==> config.mk <==
export PLATFORM = sky130hd
export DESIGN_NAME = carregador_matriz_flat
export DESIGN_NICKNAME = d
export VERILOG_FILES = /design/src/rtl/carregador_matriz_if.sv /design/src/rtl/carregador_matriz.sv /design/src/flat_wrapper.sv
export SDC_FILE = /design/constraint.sdc
export NUM_CORES = 1
export LEC_CHECK = 0
export CELL_PAD_IN_SITES_DETAIL_PLACEMENT = 0
export CELL_PAD_IN_SITES_GLOBAL_PLACEMENT = 2
export CORE_UTILIZATION = 30
export CTS_CLUSTER_SIZE = 24
export DETAILED_ROUTE_END_ITERATION = 10
export PLACE_DENSITY = 0.85
export SLEW_MARGIN = 5
export SYNTH_ARGS = -nofsm -noshare
export SYNTH_HDL_FRONTEND = slang
export SYNTH_SLANG_ARGS = --single-unit
==> constraint.sdc <==
create_clock -name clk -period 2.76 [get_ports clk]
set_clock_uncertainty 0.05 [all_clocks]
set_input_delay 0.69 -clock clk [delete_from_list [all_inputs] [get_ports clk]]
set_output_delay 0.69 -clock clk [all_outputs]
set_load 0.02 [all_outputs]
==> src/rtl/carregador_matriz_if.sv <==
// Byte-stream input and matrix/scalar output handshakes for carregador_matriz.
// The master side is the producer/consumer pair outside the loader.
interface carregador_matriz_if;
    logic [7:0]   in_data;
    logic         in_valid;
    logic         in_ready;
    logic [199:0] matriz_A;
    logic [7:0]   num_inteiro;
    logic         out_valid;
    logic         out_ready;

    modport master (
        output in_data,
        output in_valid,
        input  in_ready,
        input  matriz_A,
        input  num_inteiro,
        input  out_valid,
        output out_ready
    );

    modport slave (
        input  in_data,
        input  in_valid,
        output in_ready,
        output matriz_A,
        output num_inteiro,
        output out_valid,
        input  out_ready
    );
endinterface

==> src/rtl/carregador_matriz.sv <==
// Assembles a 5x5 signed-byte matrix followed by one signed scalar from a
// valid/ready byte stream, then holds the pair until downstream accepts it.
module carregador_matriz (
    input  logic                       clk,
    input  logic                       reset,
    input  logic                       flush,
    carregador_matriz_if.slave         bus,
    output logic [4:0]                 contador
);
    localparam int N_ELEM = 25;

    typedef enum logic [1:0] {
        LOAD   = 2'd0,
        SCALAR = 2'd1,
        HOLD   = 2'd2
    } state_t;

    state_t      state_q, state_d;
    logic [4:0]  contador_q, contador_d;
    logic [7:0]  elem_q [N_ELEM];
    logic [7:0]  scalar_q;

    logic        in_ready_int;
    logic        xfer;
    logic        write_elem;
    logic        write_scalar;
    wire  [199:0] matriz_flat;

    // Readiness decodes only the state register, so there is no path from
    // in_valid or out_ready into in_ready.
    assign in_ready_int = (state_q != HOLD);
    assign xfer         = bus.in_valid && in_ready_int && !flush;
    assign write_elem   = xfer && (state_q == LOAD);
    assign write_scalar = xfer && (state_q == SCALAR);

    always_ff @(posedge clk) begin
        if (reset) begin
            state_q    <= LOAD;
            contador_q <= 5'd0;
        end else begin
            state_q    <= state_d;
            contador_q <= contador_d;
        end
    end

    always_comb begin
        state_d    = state_q;
        contador_d = contador_q;
        if (flush) begin
            state_d    = LOAD;
            contador_d = 5'd0;
        end else begin
            case (state_q)
                LOAD: begin
                    if (bus.in_valid) begin
                        contador_d = contador_q + 5'd1;
                        if (contador_q == 5'd24) begin
                            state_d = SCALAR;
                        end
                    end
                end
                SCALAR: begin
                    if (bus.in_valid) begin
                        contador_d = 5'd25;
                        state_d    = HOLD;
                    end
                end
                HOLD: begin
                    if (bus.out_ready) begin
                        contador_d = 5'd0;
                        state_d    = LOAD;
                    end
                end
                default: begin
                    state_d    = LOAD;
                    contador_d = 5'd0;
                end
            endcase
        end
    end

    // Element storage keeps old contents between loads; only the slot
    // addressed by contador is overwritten on a transfer.
    always_ff @(posedge clk) begin
        if (reset) begin
            for (int i = 0; i < N_ELEM; i++) begin
                elem_q[i] <= 8'h00;
            end
            scalar_q <= 8'h00;
        end else begin
            if (write_elem && (contador_q < 5'd25)) begin
                elem_q[contador_q] <= bus.in_data;
            end
            if (write_scalar) begin
                scalar_q <= bus.in_data;
            end
        end
    end

    generate
        for (genvar gi = 0; gi < N_ELEM; gi++) begin : g_pack
            assign matriz_flat[8*gi +: 8] = elem_q[gi];
        end
    endgenerate

    assign bus.matriz_A    = matriz_flat;
    assign bus.num_inteiro = scalar_q;
    assign bus.in_ready    = in_ready_int;
    assign bus.out_valid   = (state_q == HOLD);
    assign contador        = contador_q;
endmodule

==> src/flat_wrapper.sv <==
// flat-port wrapper written by rule: the top's interface ports become plain ports
module carregador_matriz_flat 
  (clk, reset, flush, contador, bus_in_data, bus_in_valid, bus_in_ready, bus_matriz_A, bus_num_inteiro, bus_out_valid, bus_out_ready);
  carregador_matriz_if bus_i ();
  input  logic clk;
  input  logic reset;
  input  logic flush;
  output logic [4:0] contador;
  input wire logic [$bits(bus_i.in_data)-1:0] bus_in_data;
  input wire logic [$bits(bus_i.in_valid)-1:0] bus_in_valid;
  output wire logic [$bits(bus_i.in_ready)-1:0] bus_in_ready;
  output wire logic [$bits(bus_i.matriz_A)-1:0] bus_matriz_A;
  output wire logic [$bits(bus_i.num_inteiro)-1:0] bus_num_inteiro;
  output wire logic [$bits(bus_i.out_valid)-1:0] bus_out_valid;
  input wire logic [$bits(bus_i.out_ready)-1:0] bus_out_ready;
  assign bus_i.in_data = bus_in_data;
  assign bus_i.in_valid = bus_in_valid;
  assign bus_in_ready = bus_i.in_ready;
  assign bus_matriz_A = bus_i.matriz_A;
  assign bus_num_inteiro = bus_i.num_inteiro;
  assign bus_out_valid = bus_i.out_valid;
  assign bus_i.out_ready = bus_out_ready;
  carregador_matriz u_core (.clk(clk), .reset(reset), .flush(flush), .bus(bus_i), .contador(contador));
endmodule
==> impl_metrics.py, run 1 <==
metrics = {
    "outcome": {
        "status": "complete, no violations",
    },
    "detailed_routing": {
        "drt_iter0_drc": 534,
        "drc_errors": 0,
        "routed_via_density": 4.53,
        "routed_wl_um": 24200,
        "num_vias": 5686,
        "firstDrtPassIters": 5,
        "wl_per_cell_um": 19.2,
        "ant_nets": 0,
    },
    "final_layout": {
        "layout.nets": 885,
        "drive_gt1_share_pct": 11.0,
        "synthToLayoutAreaGrowth_pct": 44.9,
        "antenna_cells": 0,
        "n_fill_cell": 2420,
    },
    "worst_setup_path": {
        "critical_path_buf_inv_count": 1,
        "crit_cells": 1,
        "critPathRequiredTime_ns": 2.02,
        "cp_max_fo": 8,
        "worstPathCellList": "clkdlybuf4s50_1",
        "endpoint": "contador[4]",
        "cpMaxStageDelayCell": "clkdlybuf4s50_1",
        "rrSetupSlack_ns": 0.72,
        "worstSetupPathType": "reg2out",
        "r2r_cells": 6,
        "crit_path_start_kind": "register",
        "r2r_end": "u_core.elem_q[21][2]$_SDFFCE_PN0P_",
        "worstPathArrival_ns": 1.80,
        "crit_start": "u_core.contador[4]$_SDFFE_PP0P_",
        "cp_slowest_stage_delay_ns": 0.71,
        "cpLargestDelayFamily": "buffers and inverters",
        "endpoint_kind": "output pin",
        "worstReg2RegStart": "u_core.state_q[0]$_SDFFE_PP0P_",
    },
    "power_and_ir_drop": {
        "power.share.clock_pct": 43.8,
        "powerDensity_mw_per_mm2": 632,
        "p_int_w": 0.00600,
        "seqPwrFrac_pct": 48.4,
        "swShare_pct": 21.6,
        "max-vdd-ir-drop_uv": 322,
        "combPwrFrac_pct": 7.8,
        "leakage_nw": 4.34,
        "p_switching_w": 0.00165,
    },
    "logic_synthesis": {
        "synthArstFlopShare_pct": 0,
        "synth_commonest_cells": "200 x edfxtp_1, 200 x nor2_1, 33 x nand2_1, 19 x a21o_1, 17 x and2_1",
        "yosys_warnings": 0,
        "synth-seq-cells": 215,
        "synth_nets": 622,
        "yosys.area.top_type": "edfxtp_1",
        "synth.distinct_cells": 48,
        "synth_area_leaders": "edfxtp_1 72%, nor2_1 9.0%, dfxtp_1 3.6%, a21o_1 1.7%, nand2_1 1.5%",
        "synth_top_area_share_pct": 71.9,
        "syn_inst": 605,
        "synth_top_flop_cell": "edfxtp_1",
        "synth_edf_count": 200,
        "syn_area_mm2": 0.00836,
        "ys_seq_area_share_pct": 75.5,
        "syn_area_per_cell_um2": 13.8,
    },
    "clocking": {
        "cts-root-buf": "clkbuf_16",
        "cts_tree": "done",
        "cts_setup_buffers": 0,
        "clock-sinks": 215,
        "numCtsBuffers": 23,
        "clock_latency_ns": 0.51,
        "post_cts_resized": 0,
        "cts_hold_buf": 0,
        "htreeDepth": 1,
        "cts_buffer_depth": 3,
        "path_clk_slew_ns": 0.06,
    },
    "sta": {
        "fmax_mhz": 394,
        "period_share_pct": 91.9,
        "hold_violations": 0,
        "timing.setup.tns_ns": 0,
        "slew_viol_final": 0,
        "whs_ns": 0.447,
        "setup_viol": 0,
        "rsz0062_at_grt": "no",
        "max-slew-margin-rel_pct": 59.2,
        "min_period_ns": 2.54,
        "tightestPinTransition_ns": 0.610,
    },
    "grt": {
        "grt_pass1_vias": 5618,
        "grt_pass1_wl_um": 35200,
        "antenna_found_initial": 0,
        "grt_max_degree": 33,
        "grt_overflow": 0,
        "grtUsageTotal_pct": 16.8,
    },
    "floorplanning": {
        "io_pins": 228,
        "floorplan.initialDensity_pct": 30.8,
        "num_rows": 60,
        "dieArea_mm2": 0.0285,
        "die_h_um": 169,
        "core-area_mm2": 0.0271,
        "die_w_um": 169,
    },
    "placement": {
        "gp_congestion": 0.805,
        "io_buffers": 227,
        "hpwl_um": 17500,
    },
    "min_path": {
        "holdCritPathClass": "reg2reg",
        "min_from": "u_core.bus.num_inteiro[6]$_SDFFE_PP0P_",
    },
    "flow_run": {
        "maxCapViolCount": 0,
    },
}
[cell usage in the layout (no fill, tap or decap), drive strengths merged, types with 4 or more instances in the layout]
master,netlist,final
clkbuf,14,26
clkinv,0,7
dfxtp,15,15
nand4b,4,4
ha,4,4
mux2i,9,9
and2,17,17
a21oi,4,4
nand2b,9,9
clkdlybuf4s50,0,226
edfxtp,200,200
nand2,33,33
inv,10,12
buf,17,43
nor2,200,200
a21o,19,19
nand3,9,9
o21bai,5,5
bufinv,0,6
[kinds of logic after synthesis]
| family | after synthesis | synth area share (%) |
|---|---|---|
| compound gates | 37 | 3.13 |
| buf+inv | 41 | 2.77 |
| simple gates | 299 | 17.0 |
| mux | 9 | 1.08 |
| fa+ha+maj | 4 | 0.599 |
| flops | 215 | 75.5 |
[flip-flops by register name, summed over array words and instances, names as in the netlist]
name                    cells
u_core.elem_q             200
u_core.bus.num_inteiro      8
u_core.contador             5
u_core.state_q              2
[metal layers]
metal	global-route usage (%)	wire length, um	vias up
met5	0	0	-
met4	5.73	660	0
li1	-	-	2653
met1	22.7	10600	2758
met2	26.8	11300	236
met3	3.48	1650	39
[area by class of cell]
type / instances / area (um^2) / area share [%]
inverter: 10 / 37.5 / 0.310
multi-input combinational: 349 / 1820 / 15.0
sequential: 215 / 6310 / 52.1
timing repair buffer: 269 / 2660 / 21.9
clock buffer: 26 / 587 / 4.85
tap: 372 / 465 / 3.84
clock inverter: 15 / 235 / 1.94
[how the worst min path moves through the flow]
stage | to | slack (ns) | cells after the start
5_1_grt | u_core.bus.num_inteiro[7]$_SDFFE_PP0P_ | 0.48 | 2
3_3_place_gp | u_core.bus.num_inteiro[6]$_SDFFE_PP0P_ | 0.43 | 2
3_5_place_dp | u_core.bus.num_inteiro[6]$_SDFFE_PP0P_ | 0.44 | 2
6_report | u_core.bus.num_inteiro[6]$_SDFFE_PP0P_ | 0.45 | 2
4_1_cts | u_core.bus.num_inteiro[6]$_SDFFE_PP0P_ | 0.45 | 2
2_1_floorplan | u_core.bus.num_inteiro[0]$_SDFFE_PP0P_ | 0.53 | 2
[metrics by stage]
| step | utilization (%) | cell area, um^2 | setup slack (ns) | cells | power (W) |
|---|---|---|---|---|---|
| floorplan | - | 8360 | 0.228 | 605 | 0.00402 |
| detailed placement | 41.6 | 11300 | -0.0730 | 1215 | 0.00437 |
| global route | 44.7 | 12100 | 0.164 | 1256 | 0.00788 |
| CTS | 44.7 | 12100 | 0.00913 | 1256 | 0.00771 |
| global placement | 41.6 | 11300 | 0.0217 | 1215 | 0.00437 |
| finish | 44.7 | 12100 | 0.224 | 1256 | 0.00765 |
[power groups by stage]
stage / sequential, W / clock (W) / combinational [W]
6_report: 0.00370 / 0.00335 / 0.000598
5_1_grt: 0.00371 / 0.00354 / 0.000629
3_3_place_gp: 0.00378 / 0 / 0.000598
3_5_place_dp: 0.00377 / 0 / 0.000602
2_1_floorplan: 0.00390 / 0 / 0.000116
4_1_cts: 0.00371 / 0.00340 / 0.000604
Power figures use the tool's default switching activity.
==> run 2: changes to the inputs <==
--- a/config.mk
+++ b/config.mk
@@ -5,13 +5,15 @@
 export SDC_FILE = /design/constraint.sdc
 export NUM_CORES = 1
 export LEC_CHECK = 0
+export CAP_MARGIN = 0
 export CELL_PAD_IN_SITES_DETAIL_PLACEMENT = 0
 export CELL_PAD_IN_SITES_GLOBAL_PLACEMENT = 2
 export CORE_UTILIZATION = 30
 export CTS_CLUSTER_SIZE = 24
 export DETAILED_ROUTE_END_ITERATION = 10
 export PLACE_DENSITY = 0.85
-export SLEW_MARGIN = 5
+export SKIP_LAST_GASP = 1
+export SLEW_MARGIN = 0
 export SYNTH_ARGS = -nofsm -noshare
 export SYNTH_HDL_FRONTEND = slang
 export SYNTH_SLANG_ARGS = --single-unit
==> results of run 2 <==
Final layout, timing and power as in run 1 (identical DEF).
==> run 3: changes to the inputs <==
--- a/config.mk
+++ b/config.mk
@@ -8,6 +8,7 @@
 export CAP_MARGIN = 0
 export CELL_PAD_IN_SITES_DETAIL_PLACEMENT = 0
 export CELL_PAD_IN_SITES_GLOBAL_PLACEMENT = 2
+export CORE_ASPECT_RATIO = 1.75
 export CORE_UTILIZATION = 30
 export CTS_CLUSTER_SIZE = 24
 export DETAILED_ROUTE_END_ITERATION = 10
==> run 3 against run 2 <==
Sequential power barely moved. Via count is 0.23% lower. Routed wire length grew 6.1%. Hold slack lost 0.0029 ns. Combinational power rose by 1%. Critical path depth did not move. Non-clock buffer count increased by 1. Largest power group unchanged.
==> impl_metrics.py, run 3 (synthesis gave the netlist of run 1 again) <==
metrics = {
    "outcome": {
        "status": "complete, no violations",
    },
    "worst_setup_path": {
        "cp_max_fo": 12,
        "critical_path_buf_inv_count": 1,
        "cpLargestDelayFamily": "buffers and inverters",
        "crit_path_start_kind": "register",
        "cpMaxStageDelayCell": "clkdlybuf4s50_1",
        "critPathRequiredTime_ns": 2.02,
        "cp_slowest_stage_delay_ns": 0.70,
        "worstPathArrival_ns": 1.79,
        "worstReg2RegStart": "u_core.contador[2]$_SDFFE_PP0P_",
        "worstSetupPathType": "reg2out",
        "worstPathCellList": "clkdlybuf4s50_1",
        "endpoint_kind": "output pin",
        "crit_start": "u_core.contador[2]$_SDFFE_PP0P_",
    },
    "final_layout": {
        "final_cell_mix": "226 x clkdlybuf4s50_1, 200 x nor2_1, 200 x edfxtp_1, 37 x buf_4, 33 x nand2_1",
        "final_common_cell": "clkdlybuf4s50_1",
        "fin_util_pct": 43.7,
        "antenna_cells": 0,
        "drive_gt1_share_pct": 10.7,
        "largest_reg_flops": 200,
        "fin_cells": 1251,
        "layout.nets": 884,
        "regMostFlops": "u_core.elem_q",
        "synthToLayoutAreaGrowth_pct": 43.0,
    },
    "grt": {
        "grt_max_degree": 33,
        "gr-usage-met3_pct": 3.15,
        "grt_util_met2_pct": 34.9,
        "grt.busiest_layer": "met2",
        "antenna_found_initial": 0,
        "met1_usage_pct": 18.6,
        "grt_pass1_wl_um": 37400,
        "grt_pass1_vias": 5796,
        "grtUsageTotal_pct": 18.2,
        "grt_overflow": 0,
    },
    "sta": {
        "min_period_ns": 2.53,
        "period_share_pct": 91.7,
        "slew_viol_final": 0,
        "hold_violations": 0,
        "timing.setup.tns_ns": 0,
        "tightestPinTransition_ns": 0.626,
        "setup_viol": 0,
        "fmax_mhz": 395,
        "rsz0062_at_grt": "no",
        "whs_ns": 0.444,
        "max-slew-margin-rel_pct": 58.1,
    },
    "clocking": {
        "clock_latency_ns": 0.51,
        "cts-root-buf": "clkbuf_16",
        "numCtsBuffers": 21,
        "cts_setup_buffers": 0,
        "cts_buffer_depth": 3,
        "clock-sinks": 215,
        "htreeDepth": 1,
        "path_clk_slew_ns": 0.07,
        "cts_tree": "done",
    },
    "placement": {
        "io_buffers": 227,
        "place_inst": 1213,
        "hpwl_um": 19100,
        "gp_congestion": 0.812,
    },
    "power_and_ir_drop": {
        "max-vdd-ir-drop_uv": 543,
        "leakage_nw": 4.27,
        "powerDensity_mw_per_mm2": 595,
        "total_power_w": 0.00710,
    },
    "min_path": {
        "min_from": "u_core.bus.num_inteiro[2]$_SDFFE_PP0P_",
        "holdCritPathClass": "reg2reg",
    },
    "detailed_routing": {
        "drc_errors": 0,
        "routed_via_density": 4.53,
        "num_vias": 5673,
        "ant_nets": 0,
        "routed_wl_um": 25600,
        "wl_per_cell_um": 20.5,
        "firstDrtPassIters": 5,
        "drt_iter0_drc": 366,
    },
    "floorplanning": {
        "die_w_um": 128,
        "die_h_um": 223,
        "num_rows": 80,
        "io_pins": 228,
        "core-area_mm2": 0.0273,
        "dieArea_mm2": 0.0285,
        "floorplan.initialDensity_pct": 30.6,
    },
    "flow_run": {
        "maxCapViolCount": 0,
    },
}
[run 3: per-stage QoR]
step | setup slack (ns) | instance area [um^2]
6_report | 0.229 | 11900
3_5_place_dp | 0.0408 | 11300
5_1_grt | 0.149 | 11900
3_3_place_gp | 0.0896 | 11300
4_1_cts | 0.0826 | 11900
2_1_floorplan | 0.228 | 8360
[run 3: cell type report]
type | count | area (um^2)
inverters | 10 | 37.5
multi-input cells | 349 | 1820
fillers | 2540 | 15400
flip-flops and latches | 215 | 6310
clock buffers | 30 | 589
clock inverters | 8 | 70.1
repair buffers | 270 | 2670
well taps | 369 | 462
[run 3: final timing paths]
kind / slack, ns / depth (start not counted) / endpoint
max: 0.23 / 1 / contador[2]
min: 0.44 / 2 / u_core.bus.num_inteiro[2]$_SDFFE_PP0P_
max reg2reg: 0.57 / 4 / u_core.elem_q[9][4]$_SDFFCE_PN0P_
min reg2reg: 0.44 / 2 / u_core.bus.num_inteiro[2]$_SDFFE_PP0P_
[run 3: timing repair]
| item | 4_1_cts | 5_1_grt |
|---|---|---|
| hold buffers | 0 | 0 |
| resized for setup | 0 | 1 |
| endpoints found under the setup margin | 0 | 1 |
[run 3: tightest hold or removal path: stages, from the launching register on]
cell     delay [ns]
dfxtp_1        0.33
mux2i_1        0.06
nor2_1         0.07
[run 3: power by group]
| group | switching (W) | total, W | internal [W] |
|---|---|---|---|
| clock network | 0.00121 | 0.00280 | 0.00159 |
| logic | 0.000358 | 0.000605 | 0.000247 |
| registers | 0.0000481 | 0.00370 | 0.00366 |
[run 3: routing by layer]
| layer | part of all wire [%] | vias up |
|---|---|---|
| li1 | - | 2635 |
| met1 | 35 | 2757 |
| met2 | 56 | 230 |
| met3 | 5.3 | 51 |
| met4 | 4.2 | 0 |
| met5 | 0 | - |
